==> config.mk <==
export PLATFORM = sky130hd
export DESIGN_NAME = cci_mpf_fiu_resp_fifo
export DESIGN_NICKNAME = d
export VERILOG_FILES = /design/src/rtl/cci_mpf_fiu_resp_fifo.sv
export SDC_FILE = /design/constraint.sdc
export NUM_CORES = 1
export LEC_CHECK = 0
export BUFFER_PORTS_ARGS = -buffer_cell sky130_fd_sc_hd__buf_2
export CORE_ASPECT_RATIO = 0.6
export CORE_MARGIN = 2
export CORE_UTILIZATION = 60
export CTS_BUF_LIST = sky130_fd_sc_hd__clkbuf_16
export DETAILED_ROUTE_END_ITERATION = 10
export PLACE_DENSITY = 0.83
export REMOVE_ABC_BUFFERS = 1
export SLEW_MARGIN = 20
export SYNTH_ARGS = -nofsm -noshare
export SYNTH_HDL_FRONTEND = slang
export SYNTH_SLANG_ARGS = --single-unit
==> constraint.sdc <==
create_clock -name clk -period 7.6 [get_ports clk]
set_input_delay 0.38 -clock clk [delete_from_list [all_inputs] [get_ports clk]]
set_output_delay 0.38 -clock clk [all_outputs]
set_load 0.03 [all_outputs]
==> src/rtl/cci_mpf_fiu_resp_fifo.sv <==
// Request FIFO: push at edge, head visible next cycle; registered almfull from count.
// No backpressure port: a push into a full FIFO without a pop is dropped and flagged.
module cci_mpf_fiu_resp_fifo #(
  parameter type T      = logic,
  parameter int  DEPTH  = 16,
  parameter int  THRESH = 4
) (
  input  logic clk,
  input  logic reset_n,
  input  logic push,
  input  T     push_dat,
  input  logic pop,
  output logic head_valid,
  output T     head,
  output logic almfull,
  output logic overflow
);

  localparam int AW = $clog2(DEPTH);

  T               r_mem [DEPTH];
  logic [AW-1:0]  r_wptr;
  logic [AW-1:0]  r_rptr;
  logic [AW:0]    r_count;
  logic           r_almfull;
  logic           w_full;
  logic           w_pop;
  logic           w_push;

  assign w_full     = (r_count == (AW+1)'(DEPTH));
  assign w_pop      = pop && (r_count != '0);
  // A pop in the same cycle frees the slot, so a full FIFO can still accept.
  assign w_push     = push && (!w_full || w_pop);
  assign overflow   = push && w_full && !w_pop;
  assign head_valid = (r_count != '0);
  assign head       = r_mem[r_rptr];
  assign almfull    = r_almfull;

  always_ff @(posedge clk) begin
    if (w_push) begin
      r_mem[r_wptr] <= push_dat;
    end
  end

  always_ff @(posedge clk or negedge reset_n) begin
    if (!reset_n) begin
      r_wptr    <= '0;
      r_rptr    <= '0;
      r_count   <= '0;
      r_almfull <= 1'b0;
    end else begin
      if (w_push) r_wptr <= r_wptr + AW'(1);
      if (w_pop)  r_rptr <= r_rptr + AW'(1);
      r_count   <= r_count + (AW+1)'(w_push) - (AW+1)'(w_pop);
      r_almfull <= (r_count >= (AW+1)'(DEPTH - THRESH));
    end
  end

endmodule

# [Word-level counts from Yosys, hierarchy flattened]
# Memories as Yosys holds them, arrays and structs flattened.
# Index checks and enable logic that the tools add are counted.
[totals] output_inout_bits=4 regBits=14 memories=1 ramBits=16 in_bits=5
[memory_table] memory="r_mem" words=16 word_bits=1 rd=1 rd_ports_with_merged_regs=0 write_ports=1 line="21" text="T r_mem [DEPTH];"
[classes] add_sub_neg=4 reduce_logical=8 n_eq_ne=1 n_lt_le_gt_ge=1 mux=2
[ops] op="$add 4x1->4 const B" n=2
[ops] op="$add 5x1->5" n=1
[ops] op="$eq 5x5->1 const B" n=1
[ops] op="$ge 5x4->1 const B" n=1
[ops] op="$reduce_bool 5->1" n=1
[ops] op="$sub 5x1->5" n=1
[ops] op="$logic_and 1x1->1" n=4
[ops] op="$logic_not 1->1" n=2
[ops] op="$mux 1" n=2
[ops] op="$logic_or 1x1->1" n=1

# [Logic depth before layout (Yosys ltp)]
# Gate-level depths: netlist (run 1).
[logic_depth] ltp_word=6 depth_mapped=14

# [Worst setup path after synthesis (run 1)]
# No wires, ideal clock.
[synth_timing] path_kind="reg-to-reg" start="register r_count[2]" end="register r_count[4]" stages_incl_launch_ff=14 path_buffers=1 arrival_ns=2.692 setup_time_ns=0.080 setup_slack_ns=4.829 required_time_ns=7.520 period_less_slack_ns=2.771 path_cell_list="dfrtp_1 inv_1 ha_1 or4b_4 and2_4 buf_6 ha_1 inv_1 ha_1 fa_1 a21oi_1 nor2_1 nor2_1 xnor2_1"
[synth_via] elab_chain_cells=6
[synth_lines] element="start, declared" line="24" text="logic [AW:0] r_count;"
[synth_lines] element="start signal, assigned" line="54" text="r_count <= r_count + (AW+1)'(w_push) - (AW+1)'(w_pop);"
[synth_lines] element="$reduce_bool 5->1 (*)"
[synth_lines] element="via head_valid" line="13" text="output logic head_valid,"
[synth_lines] element="$logic_and 1x1->1 (*)" line="31" text="assign w_pop = pop && (r_count != '0);"
[synth_lines] element="$logic_or 1x1->1" line="33" text="assign w_push = push && (!w_full || w_pop);"
[synth_lines] element="$logic_and 1x1->1" line="33"
[synth_lines] element="$add 5x1->5" line="54"
[synth_lines] element="$sub 5x1->5 (*)" line="54"
# The timed path passes the listed nets; every way through them passes the cells marked *.
# A chain may end at the register's enable or synchronous reset.

# [Final worst setup path (run 1)]
[layout_timing] start="register r_count[2]" end="register r_count[4]"
[layout_via] elab_chain_cells=6
[layout_lines] element="$eq 5x5->1 / $reduce_bool 5->1 (equally long branches)" line="30, 31"
[layout_lines] element="$logic_not 1->1 / $logic_and 1x1->1 (equally long branches)" line="33, 31"
[layout_lines] element="$logic_or 1x1->1" line="33"
[layout_lines] element="$logic_and 1x1->1" line="33"
[layout_lines] element="$add 5x1->5" line="54"
[layout_lines] element="$sub 5x1->5 (*)" line="54"
# Mark *: on every way between the ends. The rest lies on a longest branch, timed or not.

==> results of run 1 <==
## layout by cell type, fill, tap and decap left out, types with 2 or more instances in the layout
| cell | instances |
|---|---|
| edfxtp_1 | 16 |
| nor2_1 | 15 |
| dfrtp_1 | 14 |
| ha_1 | 13 |
| inv_1 | 12 |
| buf_2 | 8 |
| nand2_1 | 7 |
| xnor2_1 | 6 |
| clkbuf_16 | 5 |
| nor3_1 | 4 |
| mux2i_1 | 4 |
| xor2_1 | 3 |
| a21oi_1 | 2 |
| nand2b_1 | 2 |
| a221oi_1 | 2 |
| mux4_2 | 2 |
| o21ai_0 | 2 |
## per-layer routing
metal / share of wire (%) / GRT usage (%)
met5: 0 / 0
met4: 1.5 / 8.627
met3: 4.4 / 8.488
met2: 45 / 30.58
met1: 49 / 32.56
## cell type report
cell class | instances | area share (%)
multi-input cells | 77 | 36.14
clock inverters | 3 | 0.7331
flip-flops and latches | 30 | 48.68
clock buffers | 5 | 7.331
inverters | 11 | 2.419
repair buffers | 8 | 2.346
well taps | 32 | 2.346
## Yosys cell counts, drive strengths merged
master,instances,area share [%]
a21o,1,0.49
a21oi,2,0.66
a221o,1,0.74
a221oi,2,1.2
a22oi,1,0.49
and2,2,0.99
buf,5,1.9
dfrtp,14,23
edfxtp,16,32
fa,1,1.3
ha,13,11
inv,11,2.7
mux2,1,0.99
mux2i,4,2.6
mux4,2,3.0
nand2,8,2.1
nand2b,2,0.82
nand3,1,0.33
nand4,1,0.41
nor2,15,3.7
nor2b,1,0.41
nor3,4,1.3
nor4,1,0.41
o21ai,2,0.66
o31a,1,0.58
or3b,1,0.58
or4b,1,0.91
xnor2,6,3.5
xor2,3,1.7
## metrics by stage
step                      utilization (%)  area [µm²]  hold slack [ns]
after floorplan                         -        1489          0.08441
after global placement              63.98        1569           0.2828
after detailed placement            63.98        1569           0.2903
after CTS                           69.59        1707         0.001198
after global routing                69.59        1707          0.01527
final                               69.59        1707        -0.006267
## final timing paths
path / from / to / slack (ns)
worst min register to register: r_rptr[3]$_DFFE_PN0N_ / r_rptr[3]$_DFFE_PN0N_ / 0.51
max in group asynchronous: reset_n / r_rptr[3]$_DFFE_PN0N_ / 7.37
worst max-delay path: r_count[2]$_DFF_PN0_ / r_count[4]$_DFF_PN0_ / 4.73
worst max register to register: r_count[2]$_DFF_PN0_ / r_count[4]$_DFF_PN0_ / 4.73
worst min-delay path: reset_n / r_count[2]$_DFF_PN0_ / -0.006
min in group clk: push_dat / r_mem[7]$_DFFE_PP_ / 0.50
## kinds of logic (layout without fill, tap and decap cells)
| logic type | Yosys count | in the layout | synth area share (%) |
|---|---|---|---|
| AND/OR/NAND/NOR | 37 | 37 | 12.04 |
| adder cells (fa/ha/maj) | 14 | 14 | 12.04 |
| flip-flops | 30 | 30 | 54.74 |
| AO/OA/AOI/OAI | 10 | 10 | 4.782 |
| buffers and inverters | 16 | 27 | 4.617 |
| XOR/XNOR | 9 | 9 | 5.194 |
| multiplexers | 7 | 7 | 6.595 |
## registers in the layout, indices dropped and copies added (netlist names)
name / flops
r_mem: 16
almfull: 1
r_rptr: 4
r_count: 5
r_wptr: 4
## worst reg2reg max path, cell delays in order (launching register included)
cell	delay (ns)
dfrtp_1	0.41
inv_1	0.10
ha_1	0.16
or3b_1	0.37
o31a_1	0.37
inv_1	0.10
ha_1	0.13
inv_1	0.04
ha_1	0.20
fa_1	0.41
a21oi_1	0.15
nor2_1	0.05
nor2_1	0.15
xnor2_1	0.15
## report_power, final
| part | total (mW) | internal, mW | switching [mW] |
|---|---|---|---|
| clock network | 0.179 | 0.118 | 0.0616 |
| registers | 0.284 | 0.223 | 0.0610 |
| logic | 0.270 | 0.123 | 0.147 |
==> flow_summary.json, run 1 <==
{
  "status": "finished, violations left",
  "violations": "negative hold slack",
  "ioPinCount": 9,
  "clk_transition_reported_paths_ns": 0.05,
  "dpl_worst_slack_ns": 4.760,
  "cts_buffers": 5,
  "syn_inst": 123,
  "port_buffers": 8,
  "gp_congestion": 0.7981,
  "drt.antenna.violating_nets": 0,
  "placed_cells": 158,
  "crit_type": "reg2reg",
  "overflow": 0,
  "first_iter_violations": 61,
  "antenna_found_initial": 0,
  "max_stage_delay_ns": 0.41,
  "cts_root_buffer": "clkbuf_16",
  "vdd_drop_max_v": 0.0002403,
  "post-route-worst-setup-slack_ns": 4.726,
  "start_util_pct": 61.89,
  "finalMaxSlewViolations": 0,
  "min_period_over_period_pct": 37.81,
  "clockBufferDepth": 2,
  "post_cts_buffers": 0,
  "holdWs_ns": -0.006267,
  "path_cells": "inv_1, ha_1, or3b_1, o31a_1, inv_1, ha_1, inv_1, ha_1, fa_1, a21oi_1, nor2_1, nor2_1, xnor2_1",
  "synth.distinct_cells": 33,
  "h-tree-depth": 2,
  "worst-path-stages": 13,
  "die_x_um": 68.93,
  "hold_buffers": 0,
  "dr.pass1.iters": 4,
  "holdCritPathClass": "in2async",
  "wl_per_cell_um": 15.69,
  "dp_hpwl_um": 1956,
  "vias_per_cell": 5.452,
  "wl_um": 2605,
  "synth_area_um2": 1518,
  "fin_crit_ns": 2.874,
  "start_kind": "register",
  "end_kind": "register",
  "drc": 0,
  "cts_tree": "built",
  "cap_viol_max_count": 0,
  "ys.warnings.count": 0,
  "drive_gt1_share_pct": 15.67,
  "power_mw": 0.7333,
  "clock_latency_ns": 0.27,
  "cts.sinks": 30,
  "dieArea_um2": 2961,
  "multiInputGateArea_um2": 616.8,
  "n_antenna_cell": 0,
  "area_delta_synth_final_pct": 12.45,
  "num_rows": 14,
  "chipHeight_um": 42.96,
  "slowest_stage": "dfrtp_1",
  "finalSetupViolations": 0,
  "synth-seq-area-share_pct": 54.74,
  "rsz0062_at_grt": "no",
  "worst-path-buf-inv": 3,
  "track_usage_pct": 22.46,
  "cts_resized": 0,
  "via_count": 905,
  "powerDensity_nw_per_um2": 429.7,
  "layout.area.seq_um2": 830.8,
  "fmax_mhz": 348.0,
  "core_um2": 2452,
  "finalNetCount": 152,
  "finClkSkew_ns": 0.003645,
  "synth-seq-cells": 30,
  "final-hold-violation-count": 14,
  "syn_area_per_cell_um2": 12.34,
  "crit_family": "adder cells",
  "grt_max_degree": 17,
  "rr_worst_depth": 13,
  "maxSlewHeadroom_pct": 68.19,
  "fin_cells": 166,
  "p_leak_nw": 0.7297,
  "grt_pass1_wl_um": 4429,
  "fillers": 177,
  "max_slew.worst_pin.slew_ns": 0.4772,
  "tns_ns": 0,
  "grt_pass1_vias": 900,
  "crit_required_ns": 7.79,
  "cp_max_fo": 9,
  "crit_arrival_ns": 3.06
}
No activity file was read; power rests on OpenSTA's default activity.
==> run 2, diff against run 1 <==
--- a/config.mk
+++ b/config.mk
@@ -8,10 +8,10 @@
 export BUFFER_PORTS_ARGS = -buffer_cell sky130_fd_sc_hd__buf_2
 export CORE_ASPECT_RATIO = 0.6
 export CORE_MARGIN = 2
-export CORE_UTILIZATION = 60
+export CORE_UTILIZATION = 59
 export CTS_BUF_LIST = sky130_fd_sc_hd__clkbuf_16
 export DETAILED_ROUTE_END_ITERATION = 10
-export PLACE_DENSITY = 0.83
+export PLACE_DENSITY = 0.82
 export REMOVE_ABC_BUFFERS = 1
 export SLEW_MARGIN = 20
 export SYNTH_ARGS = -nofsm -noshare
==> constraint.sdc (replaced) <==
create_clock -name clk -period 2.9 [get_ports clk]
set_input_delay 0.145 -clock clk [delete_from_list [all_inputs] [get_ports clk]]
set_output_delay 0.145 -clock clk [all_outputs]
set_load 0.03 [all_outputs]
==> flow_summary.json, run 2 (synthesized netlist as in run 1, its figures left out) <==
{
  "status": "completed",
  "crit_required_ns": 3.09,
  "fillers": 177,
  "cp_max_fo": 5,
  "grt_pass1_wl_um": 4560,
  "fmax_mhz": 364.4,
  "cts_buffers": 5,
  "pwr-share-comb_pct": 38.4,
  "track_usage_pct": 21.38,
  "p_seq_share_pct": 37.9,
  "dr.pass1.iters": 4,
  "layout.area.seq_um2": 830.8,
  "maxSlewHeadroom_pct": 67.13,
  "via_count": 969,
  "clk_transition_reported_paths_ns": 0.05,
  "r2r-end": "r_count[4]$_DFF_PN0_",
  "final_cell_mix": "edfxtp_1 (16), nor2_1 (15), dfrtp_1 (14)",
  "largestRegisters": "r_mem x16, r_count x5",
  "drt.antenna.violating_nets": 0,
  "clockBufferDepth": 2,
  "finalNetCount": 156,
  "pwr-share-clk_pct": 23.7,
  "antenna_found_initial": 0,
  "n_antenna_cell": 0,
  "top_register": "r_mem",
  "wl_um": 2715,
  "power.net_switching_mw": 0.7269,
  "first_iter_violations": 67,
  "gp_congestion": 0.7632,
  "ioPinCount": 9,
  "cts_root_buffer": "clkbuf_16",
  "die_x_um": 69.48,
  "crit_arrival_ns": 2.94,
  "min_period_over_period_pct": 94.64,
  "finClkSkew_ns": 0.003489,
  "h-tree-depth": 2,
  "crit_type": "reg2reg",
  "finalMaxSlewViolations": 0,
  "cap_viol_max_count": 0,
  "start_util_pct": 61.45,
  "grt_max_degree": 17,
  "powerDensity_nw_per_um2": 1126,
  "largest_reg_flops": 16,
  "r2r_start": "r_count[3]$_DFF_PN0_",
  "holdCritPathClass": "in2reg",
  "switching_share_pct": 36.97,
  "p_int_mw": 1.239,
  "overflow": 0,
  "clock_latency_ns": 0.27,
  "holdPathStages": 1,
  "hp-start": "push_dat",
  "multiInputGateArea_um2": 625.6,
  "vdd_drop_max_v": 0.0005363,
  "cp-startpoint": "r_count[3]$_DFF_PN0_",
  "finalSetupViolations": 0,
  "area_delta_synth_final_pct": 15.09,
  "core_um2": 2470,
  "fin_crit_ns": 2.744,
  "max_slew.worst_pin.slew_ns": 0.4930,
  "dieArea_um2": 3007,
  "holdWs_ns": 0.2595,
  "tns_ns": 0,
  "rrSetupSlack_ns": 0.16,
  "p_leak_nw": 0.7503,
  "end_kind": "register",
  "num_rows": 14,
  "final-hold-violation-count": 0,
  "use_met1_pct": 28.66,
  "rr_worst_depth": 12,
  "vias_per_cell": 5.700,
  "dp_hpwl_um": 1984,
  "use_met2_pct": 31.54,
  "cts.sinks": 30,
  "mostFrequentLayoutCell": "edfxtp_1",
  "drive_gt1_share_pct": 19.57,
  "start_kind": "register",
  "grt_pass1_vias": 923,
  "rsz0062_at_grt": "no",
  "chipHeight_um": 43.29,
  "drc": 0,
  "port_buffers": 8,
  "cts_tree": "built",
  "busiest_layer": "met2",
  "gr-usage-met3_pct": 7.838,
  "hold_end": "r_mem[8]$_DFFE_PP_",
  "wl_per_cell_um": 15.97
}
-- run 2: changes by cell type in the layout (fill, tap and decap cells not counted), sizes merged --
cell | before | now
dlygate4sd3 | 0 | 1
inv | 12 | 14
buf | 8 | 11
clkinv | 2 | 0
-- run 2: routing by layer --
metal	vias up	wire length, µm
li1	452	-
met1	492	1285
met2	19	1240
met3	6	150
met4	0	40
met5	-	0
-- run 2: power groups by stage --
stage	combinational (mW)	sequential (mW)	clock (mW)
after floorplan	0.533	0.717	0
after global placement	0.664	0.737	0
after detailed placement	0.705	0.751	0
after CTS	0.717	0.745	0.471
after global routing	0.839	0.766	0.489
final	0.754	0.746	0.466
-- run 2: worst max path at each step --
stage | end | slack (ns)
final | r_count[4]$_DFF_PN0_ | 0.16
after global routing | r_count[4]$_DFF_PN0_ | 0.002
after CTS | r_count[4]$_DFF_PN0_ | 0.05
after detailed placement | r_count[4]$_DFF_PN0_ | 0.06
after global placement | r_count[4]$_DFF_PN0_ | 0.25
after floorplan | r_count[4]$_DFF_PN0_ | 0.22
-- run 2: stage by stage --
| step | instances | cell area, µm² | total power, mW | setup slack [ns] | utilization, % |
|---|---|---|---|---|---|
| 2_1_floorplan | 118 | 1489 | 1.250 | 0.2165 | - |
| 3_3_place_gp | 159 | 1577 | 1.401 | 0.2468 | 63.83 |
| 3_5_place_dp | 159 | 1577 | 1.455 | 0.05794 | 63.83 |
| 4_1_cts | 168 | 1723 | 1.932 | 0.04667 | 69.76 |
| 5_1_grt | 170 | 1747 | 2.095 | 0.001902 | 70.72 |
| 6_report | 170 | 1747 | 1.966 | 0.1556 | 70.72 |
-- run 2: repair_timing --
action	in CTS	in global routing
hold buffers	1	0
endpoints found under the hold margin	14	0
setup buffers	0	2
gates resized for setup	0	4
setup endpoints to repair	0	1
-- run 2: cell type report --
type	count	area share, %
clock buffers	5	7.163
clock inverters	3	0.6447
inverters	11	2.364
multi-input cells	77	35.82
flip-flops and latches	30	47.56
well taps	32	2.292
repair buffers	12	4.155
-- run 2: critical path, stage by stage, from the launching register on --
cell     delay [ns]
dfrtp_1        0.39
inv_1          0.09
ha_1           0.16
or4b_4         0.46
and2_4         0.20
ha_1           0.29
inv_1          0.05
ha_2           0.18
fa_2           0.39
a21oi_2        0.16
nor2_1         0.05
nor2_1         0.13
xnor2_1        0.13
